File: config.mk
export PLATFORM = sky130hd
export DESIGN_NAME = out_lj
export DESIGN_NICKNAME = d
export VERILOG_FILES = /design/src/rtl/audio_lj_pkg.sv /design/src/rtl/lj_piso.sv /design/src/rtl/out_lj.sv
export SDC_FILE = /design/constraint.sdc
export NUM_CORES = 1
export LEC_CHECK = 0
export ABC_AREA = 1
export BUFFER_PORTS_ARGS = -buffer_cell sky130_fd_sc_hd__buf_2
export CAP_MARGIN = 40
export CORE_ASPECT_RATIO = 1.25
export CORE_UTILIZATION = 50
export CTS_CLUSTER_SIZE = 16
export DETAILED_ROUTE_END_ITERATION = 8
export GPL_ROUTABILITY_DRIVEN = 0
export PLACE_DENSITY = 0.81
export SYNTH_ARGS = -nofsm -noshare
export SYNTH_HDL_FRONTEND = slang
export SYNTH_HIERARCHICAL = 1
export SYNTH_SLANG_ARGS = --single-unit
File: constraint.sdc
create_clock -name BCLK -period 2.3 [get_ports BCLK]
set_input_delay 0.345 -clock BCLK [delete_from_list [all_inputs] [get_ports BCLK]]
set_output_delay 0.345 -clock BCLK [all_outputs]
set_load 0.005 [all_outputs]
File: src/rtl/audio_lj_pkg.sv
// Shared definitions for the left-justified audio codec paths (DAC playback and ADC capture).
package audio_lj_pkg;

  localparam logic LRC_LEFT  = 1'b0;
  localparam logic LRC_RIGHT = 1'b1;

  typedef enum logic {IDLE, RUN} lj_state_t;

  // Bit counter spans one full frame of two channels.
  function automatic int lj_cnt_width(input int data_width);
    return $clog2(2 * data_width);
  endfunction

endpackage

File: src/rtl/lj_piso.sv
// Parallel-load, MSB-first shift register; msb_nxt_o is the MSB it will hold after this edge,
// so the caller can register serial data without an extra cycle of latency.
module lj_piso #(
  parameter int DATA_WIDTH = 24
) (
  input  logic                  clk_i,
  input  logic                  rst_i,
  input  logic                  load_i,
  input  logic                  shift_i,
  input  logic [DATA_WIDTH-1:0] data_i,
  output logic                  msb_nxt_o
);

  logic [DATA_WIDTH-1:0] data_q;

  always_ff @(posedge clk_i) begin
    if (rst_i) begin
      data_q <= '0;
    end else if (load_i) begin
      data_q <= data_i;
    end else if (shift_i) begin
      data_q <= {data_q[DATA_WIDTH-2:0], 1'b0};
    end
  end

  always_comb begin
    msb_nxt_o = data_q[DATA_WIDTH-1];
    if (load_i) begin
      msb_nxt_o = data_i[DATA_WIDTH-1];
    end else if (shift_i) begin
      msb_nxt_o = data_q[DATA_WIDTH-2];
    end
  end

endmodule

File: src/rtl/out_lj.sv
// Left-justified DAC transmitter: one-deep sample-pair buffer feeding two shift registers.
// Gap-free frames of 2*DATA_WIDTH BCLKs; an empty buffer at a frame boundary sends zeros and flags underrun.
module out_lj
  import audio_lj_pkg::*;
#(
  parameter int DATA_WIDTH = 24
) (
  input  logic                  BCLK,
  input  logic                  reset,
  input  logic                  enable,
  input  logic [DATA_WIDTH-1:0] left_in,
  input  logic [DATA_WIDTH-1:0] right_in,
  input  logic                  load,
  output logic                  ready,
  output logic                  DACLRC,
  output logic                  DACDAT,
  output logic                  frame_start,
  output logic                  busy,
  output logic                  underrun,
  input  logic                  clear_underrun
);

  localparam int              CW   = lj_cnt_width(DATA_WIDTH);
  localparam logic [CW-1:0]   LAST = CW'(2 * DATA_WIDTH - 1);
  localparam logic [CW-1:0]   HALF = CW'(DATA_WIDTH - 1);

  lj_state_t             state_q, state_d;
  logic [CW-1:0]         cnt_q, cnt_d;
  logic                  dat_q, dat_d;
  logic                  lrc_q, lrc_d;
  logic                  fs_q, fs_d;
  logic                  urun_q;
  logic                  full_q;
  logic [DATA_WIDTH-1:0] buf_l_q, buf_r_q;

  logic                  xfer, urun_set, shift_l, shift_r;
  logic                  l_msb_nxt, r_msb_nxt;
  logic [DATA_WIDTH-1:0] xfer_l, xfer_r;

  // An empty buffer at transfer time loads zeros, which is how the underrun frame is produced.
  assign xfer_l = full_q ? buf_l_q : '0;
  assign xfer_r = full_q ? buf_r_q : '0;

  lj_piso #(.DATA_WIDTH(DATA_WIDTH)) u_piso_l (
    .clk_i     (BCLK),
    .rst_i     (reset),
    .load_i    (xfer),
    .shift_i   (shift_l),
    .data_i    (xfer_l),
    .msb_nxt_o (l_msb_nxt)
  );

  lj_piso #(.DATA_WIDTH(DATA_WIDTH)) u_piso_r (
    .clk_i     (BCLK),
    .rst_i     (reset),
    .load_i    (xfer),
    .shift_i   (shift_r),
    .data_i    (xfer_r),
    .msb_nxt_o (r_msb_nxt)
  );

  always_comb begin
    state_d  = state_q;
    cnt_d    = cnt_q;
    dat_d    = 1'b0;
    lrc_d    = LRC_LEFT;
    fs_d     = 1'b0;
    xfer     = 1'b0;
    urun_set = 1'b0;
    shift_l  = 1'b0;
    shift_r  = 1'b0;
    unique case (state_q)
      IDLE: begin
        if (enable && full_q) begin
          xfer    = 1'b1;
          state_d = RUN;
          cnt_d   = '0;
          dat_d   = l_msb_nxt;
          fs_d    = 1'b1;
        end
      end
      RUN: begin
        if (cnt_q == LAST) begin
          cnt_d = '0;
          if (!enable) begin
            state_d = IDLE;
          end else begin
            xfer     = 1'b1;
            urun_set = !full_q;
            dat_d    = l_msb_nxt;
            fs_d     = 1'b1;
          end
        end else begin
          cnt_d = cnt_q + CW'(1);
          if (cnt_q < HALF) begin
            shift_l = 1'b1;
            dat_d   = l_msb_nxt;
          end else begin
            // Right register is left unshifted on the first right-half cycle so its MSB goes out.
            shift_r = (cnt_q != HALF);
            dat_d   = r_msb_nxt;
            lrc_d   = LRC_RIGHT;
          end
        end
      end
      default: state_d = IDLE;
    endcase
  end

  always_ff @(posedge BCLK) begin
    if (reset) begin
      state_q <= IDLE;
      cnt_q   <= '0;
      dat_q   <= 1'b0;
      lrc_q   <= LRC_LEFT;
      fs_q    <= 1'b0;
      urun_q  <= 1'b0;
      full_q  <= 1'b0;
      buf_l_q <= '0;
      buf_r_q <= '0;
    end else begin
      state_q <= state_d;
      cnt_q   <= cnt_d;
      dat_q   <= dat_d;
      lrc_q   <= lrc_d;
      fs_q    <= fs_d;
      if (urun_set) begin
        urun_q <= 1'b1;
      end else if (clear_underrun) begin
        urun_q <= 1'b0;
      end
      if (load && !full_q) begin
        full_q  <= 1'b1;
        buf_l_q <= left_in;
        buf_r_q <= right_in;
      end else if (xfer && full_q) begin
        full_q <= 1'b0;
      end
    end
  end

  assign ready       = !full_q;
  assign DACLRC      = lrc_q;
  assign DACDAT      = dat_q;
  assign frame_start = fs_q;
  assign busy        = (state_q == RUN);
  assign underrun    = urun_q;

endmodule

==> flow_metrics.tcl, run 1 <==
set metrics [dict create \
    portBuffers 58 \
    ios 59 \
    power.density_nw_per_um2 727 \
    die_w_microns 91.1 \
    drv_slew 0 \
    crit_fanout 8 \
    clk_pin_slew_ns 0.07 \
    rsz0062_at_grt "false" \
    hold_violations 0 \
    crit_arrival_ns 2.29 \
    leakage_nw 3.12 \
    clockBufferDepth 2 \
    post_drt_wl_per_cell_microns 11.3 \
    cts_tree "yes" \
    synth-seq-cells 108 \
    utilization_pct 58.3 \
    ys.flop_type "dfxtp_1" \
    start_util_pct 51.7 \
    synthArstFlopShare_pct 0 \
    cts_max_level 3 \
    synth_cell_types 25 \
    synthAdderAreaFrac_pct 0.252 \
    worstSetupPathType "flip-flop to flip-flop" \
    setup_tns_ns 0 \
    worstSetupEndpointType "flip-flop" \
    synth_common_cells "nand2_1 (210), inv_1 (110), dfxtp_1 (108)" \
    synth_top_area_cell "dfxtp_1" \
    coreArea_sq_um 9610 \
    grt_pass1_wl_microns 17800 \
    drive_gt1_share_pct 12.7 \
    synthSimpleGateAreaFrac_pct 35.2 \
    max_slew_margin_pct 45.6 \
    place_ws_ns 0.0841 \
    cp.required_ns 2.52 \
    synth_edf_count 0 \
    synthTopCellsByArea "dfxtp_1 (44%), nand2_1 (16%), nand3_1 (10%)" \
    synth_xor_area_share_pct 0.176 \
    whs_ns 0.252 \
    synthesis.nets 808 \
    synth_top_area_share_pct 43.5 \
    wirelength_microns 10400 \
    grt_pass1_vias 4086 \
    synth-compound-area-share_pct 6.85 \
    fin_nets 847 \
    fin_skew_ns 0.00824 \
    synthMuxAreaShare_pct 0 \
    drt-pass1-iter-count 6 \
    cts_buffers 9 \
    crit_path_start_kind "flip-flop" \
    die_y_microns 113 \
    antenna_found_initial 0 \
    syn_area_per_cell_sq_um 6.59 \
    setup_violations 0 \
    rows 40 \
    hold_class "primary input to flip-flop" \
    drt_iter0_drc 143 \
    fin_crit_ns 2.07 \
    post-dp-hpwl_microns 6780 \
    grt_usage_pct 21.3 \
    cts_root_buf "clkbuf_16" \
    max_freq_mhz 483 \
    gr-total-overflow 0 \
    setup_ws_ns 0.230 \
    syn-instance-count 754 \
    clk_latency_ns 0.34 \
    worstMarginPinSlew_ns 0.815 \
    diodes 0 \
    drc 0 \
    ant_nets 0 \
    vias 4493 \
    post_drt_via_cell_ratio 4.86 \
    synth_area_sq_um 4970 \
    maxCapViolCount 0 \
    grt_start_max_net_pins 51 \
    clock-sinks 108 \
    ys_seq_area_share_pct 43.5 \
    dieArea_sq_um 10300 \
    finalCritPeriodShare_pct 90.0 \
    synth_top_family_by_area "simple AND/OR/NAND/NOR gates" \
    vdd_drop_max_v 0.000361 \
    fill_cells 933 \
    yosys_warnings 6 \
    yosysMostFrequentCell "nand2_1" \
    status "finished clean" \
    areaGrowthSynthToFinish_pct 12.7 \
]
-- registers in the layout (all words and copies together) (netlist names) --
name / cells
buf_l_q: 24
buf_r_q: 24
u_piso_l/data_q: 24
u_piso_r/data_q: 24
cnt_q: 6
DACDAT: 1
DACLRC: 1
busy: 1
frame_start: 1
full_q: 1
underrun: 1
-- kinds of logic after synthesis --
group           after synthesis
buf+inv                     159
flops                       108
simple gates                419
xor+xnor                      1
compound gates               66
fa+ha+maj                     1
-- layout make-up --
type / instances / area (sq um) / share of cell area [%]
Clock buffer: 13 / 260 / 4.65
Clock inverter: 3 / 68.8 / 1.23
Inverter: 115 / 432 / 7.71
Multi-Input combinational cell: 487 / 2120 / 37.9
Sequential cell: 108 / 2160 / 38.6
Tap cell: 126 / 158 / 2.82
Timing Repair Buffer: 72 / 395 / 7.06
-- routing by layer --
layer / global-route usage [%] / up-vias / wire length (microns)
met5: 0 / - / 0
met4: 9.31 / 0 / 239
met3: 3.00 / 18 / 433
met2: 38.1 / 106 / 5290
met1: 25.4 / 1993 / 4440
li1: - / 2376 / -
-- per-stage QoR --
stage          instance area, sq um  cells  total power [mW]
6_report                       5600    924              4.07
3_5_place_dp                   5260    908              2.43
3_3_place_gp                   5260    908              2.42
4_1_cts                        5590    924              4.08
2_1_floorplan                  4970    754              2.33
5_1_grt                        5600    924              4.23
-- path summary, 6_finish.rpt --
kind | start | end | slack (ns) | cells past startpoint
setup / recovery | cnt_q[0] | DACDAT | 0.23 | 15
hold / removal | right_in[17] | buf_r_q[17] | 0.25 | 3
setup reg to reg | cnt_q[0] | DACDAT | 0.23 | 15
hold reg to reg | u_piso_r/data_q[0] | u_piso_r/data_q[0] | 0.46 | 2
-- cell usage in the layout, fill, tap and decap left out, types with 2 or more instances in the layout --
master | synthesis | routed
buf_2 | 17 | 58
clkbuf_1 | 11 | 2
clkbuf_16 | 0 | 9
o21ai_0 | 51 | 51
nand3_1 | 100 | 100
dfxtp_1 | 108 | 108
inv_1 | 110 | 110
buf_4 | 10 | 14
bufinv_16 | 0 | 2
a21oi_1 | 10 | 10
clkbuf_8 | 0 | 2
nand2_4 | 1 | 2
nand2_1 | 210 | 209
nor2_4 | 4 | 4
nor2_1 | 101 | 100
inv_2 | 5 | 5
-- where the power goes --
part	switching, mW	total, mW	internal, mW
sequential	0.0419	2.00	1.95
clock	0.667	1.68	1.02
combinational	0.258	0.390	0.133
-- worst max-delay path, stage by stage (launching register included) --
cell and delay (ns):
dfxtp_1 0.38, ha_2 0.23, nand3_2 0.11, nor2_4 0.12, nand2_2 0.09, nor2_4 0.11, nand2_1 0.13, nand2_4 0.16
inv_2 0.05, nand3_1 0.06, nand3_1 0.13, nand3b_1 0.18, nand2_1 0.07, inv_1 0.03, nand2_1 0.05, a21oi_1 0.05
-- repair_timing --
action,CTS,global route
setup buffers,0,0
endpoints found under the setup margin,0,45
hold buffers,0,0
resized for setup,0,4
No activity file was read; power rests on OpenSTA's default activity.
==> run 2: changes to the inputs <==
PLACE_DENSITY = 0.82   (was 0.81)
SYNTH_HIERARCHICAL = unset   (was 1)
==> run 2 against run 1 <==
  * The flow now finishes with violations (DRC)
  * Utilization fell by 0.55 points
  * Area after synthesis decreased by 14%
  * Cell area down 15%
  * Combinational power increased by 5.1%
  * Global-route usage decreased by 0.12 points
  * Final cell count is 25% lower
==> flow_metrics.tcl, run 2 <==
set metrics [dict create \
    status "finished, violations left" \
    violations "DRC" \
    crit_path_start_kind "flip-flop" \
    synth_top_area_cell "dfxtp_1" \
    hp-start "left_in[1]" \
    max_freq_mhz 505 \
    synth-seq-cells 108 \
    clk_pin_slew_ns 0.10 \
    crit_buf_inv 1 \
    layout_common_cells "o21ai_0 (123), dfxtp_1 (108), nor2_1 (105)" \
    crit_arrival_ns 2.29 \
    worstSetupPathType "flip-flop to flip-flop" \
    register_area_sq_um 2160 \
    clk_latency_ns 0.38 \
    dieArea_sq_um 8970 \
    grt_pass1_wl_microns 15300 \
    synth_common_cells "o21ai_0 (123), dfxtp_1 (108), nor2_1 (105)" \
    vias 3754 \
    synth_top_area_share_pct 50.3 \
    maxCapViolCount 0 \
    start_util_pct 51.8 \
    synth_cell_types 35 \
    die_w_microns 84.9 \
    antenna_found_initial 0 \
    drc 3 \
    cts_buffers 9 \
    worst_path_dominant_cell_family "simple AND/OR/NAND/NOR gates" \
    r2r_slack_ns 0.32 \
    synthesis.nets 611 \
    crit_fanout 26 \
    reg2reg_from "cnt_q[0]" \
    fin_skew_ns 0.0103 \
    syn-instance-count 557 \
    post_cts_hold_buffer_count 0 \
    fill_cells 780 \
    critPathSlowestCell "dfxtp_1" \
    synth_area_sq_um 4300 \
    synthTopCellsByArea "dfxtp_1 (50%), o21ai_0 (14%), nor2_1 (9.2%)" \
    post-cts-setup-buffers 0 \
    leakage_nw 1.95 \
    grt_start_max_net_pins 74 \
    top_layer_used "met4" \
    cts_max_level 3 \
    post_drt_wl_per_cell_microns 12.9 \
    r2r-end "u_piso_r.data_q[17]" \
    p_total_mw 3.73 \
    post-dp-hpwl_microns 5730 \
    die_y_microns 106 \
    ant_nets 0 \
    power.density_nw_per_um2 780 \
    fin_nets 646 \
    rsz0062_at_grt "false" \
    hold_path_end "buf_l_q[1]" \
    r2r_cells 9 \
    fin_crit_ns 1.98 \
    post_drt_via_cell_ratio 5.42 \
    cp_common_cell "nand2_2" \
    portBuffers 58 \
    post_cts_resize_count 0 \
    syn_area_per_cell_sq_um 7.71 \
    worstMarginPinSlew_ns 0.526 \
    vdd_drop_max_v 0.000361 \
    coreArea_sq_um 8290 \
    whs_path_depth 3 \
    yosysMostFrequentCell "o21ai_0" \
    synth_edf_count 0 \
    hold_class "primary input to flip-flop" \
    drive_gt1_share_pct 15.8 \
    drv_slew 0 \
    gr-total-overflow 0 \
    ys.flop_type "dfxtp_1" \
    drt-pass1-iter-count 8 \
    multiInputGateArea_sq_um 1850 \
    cts_root_buf "clkbuf_8" \
    clock-sinks 108 \
    cts_tree "yes" \
    hold_violations 0 \
    drt_iter0_drc 225 \
    wirelength_microns 8920 \
    cp_cell_sequence "ha_1, nand2_2, nor2_4, nand3_2, nand2_1, inv_2, nand2_2, o21ai_0, a21oi_1" \
    finalCritPeriodShare_pct 86.1 \
    diodes 0 \
    whs_ns 0.207 \
    setup_violations 0 \
    ys_seq_area_share_pct 50.3 \
    synthArstFlopShare_pct 0 \
    yosys_warnings 0 \
    grt_usage_pct 21.2 \
    cp.required_ns 2.61 \
    rows 37 \
    setup_tns_ns 0 \
    cpPeakStageDelay_ns 0.39 \
    dr_wl_met3_microns 447 \
    max_slew_margin_pct 64.9 \
    wl_met2_microns 4370 \
    worst-path-stages 9 \
    areaGrowthSynthToFinish_pct 11.3 \
    wl_met1_microns 3960 \
    ios 59 \
    worstSetupEndpointType "flip-flop" \
    final_common_cell "o21ai_0" \
    clockBufferDepth 2 \
    grt_pass1_vias 3524 \
]
[run 2: changes by cell type after synthesis, sizes merged, moves of 15 or more]
cell / change
buf: -19
a21oi: +42
nand2: -145
nand3: -85
clkbuf: +15
inv: -99
o21ai: +87
[run 2: power by group]
group / switching (mW) / total [mW] / internal (mW)
combinational: 0.251 / 0.410 / 0.159
sequential: 0.0769 / 2.09 / 2.01
clock: 0.622 / 1.23 / 0.608
total: 0.951 / 3.73 / 2.78
[run 2: worst max-delay path by stage]
stage | end | from
final | u_piso_r.data_q[17] | cnt_q[0]
after global routing | u_piso_r.data_q[17] | cnt_q[0]
after floorplan | u_piso_r.data_q[2] | cnt_q[0]
after global placement | u_piso_r.data_q[18] | busy
after CTS | u_piso_r.data_q[17] | cnt_q[0]
after detailed placement | u_piso_r.data_q[17] | cnt_q[0]
[run 2: kinds of logic after synthesis]
family	share of synthesized area [%]
buf+inv	6.50
compound gates	23.3
fa+ha+maj	0.291
flops	50.3
xor+xnor	0.204
simple gates	19.4
[run 2: stage by stage]
stage | setup slack, ns | utilization, % | instance area (sq um) | std cells
6_report | 0.319 | 57.7 | 4780 | 693
5_1_grt | 0.0745 | 57.7 | 4780 | 693
4_1_cts | 0.304 | 57.7 | 4780 | 693
3_5_place_dp | 0.336 | 55.2 | 4580 | 678
3_3_place_gp | 0.458 | 55.2 | 4580 | 678
2_1_floorplan | 0.802 | - | 4300 | 557
[run 2: final cells by class]
cell class,instances,share of cell area [%]
Clock buffer,11,2.75
Clock inverter,4,1.57
Inverter,16,1.36
Multi-Input combinational cell,393,38.8
Sequential cell,108,45.2
Tap cell,97,2.54
Timing Repair Buffer,64,7.80
[run 2: worst reg2reg max path: stages, from the launching register on]
cell and delay, ns:
dfxtp_1 0.39, ha_1 0.24, nand2_2 0.10, nor2_4 0.17, nand3_2 0.13, nand2_1 0.09, inv_2 0.15, nand2_2 0.34
o21ai_0 0.15, a21oi_1 0.15
[run 2: routing by layer]
metal	track usage [%]	vias up
li1	-	1921
met1	25.0	1724
met2	37.3	97
met3	4.46	12
met4	8.23	0
met5	0	-
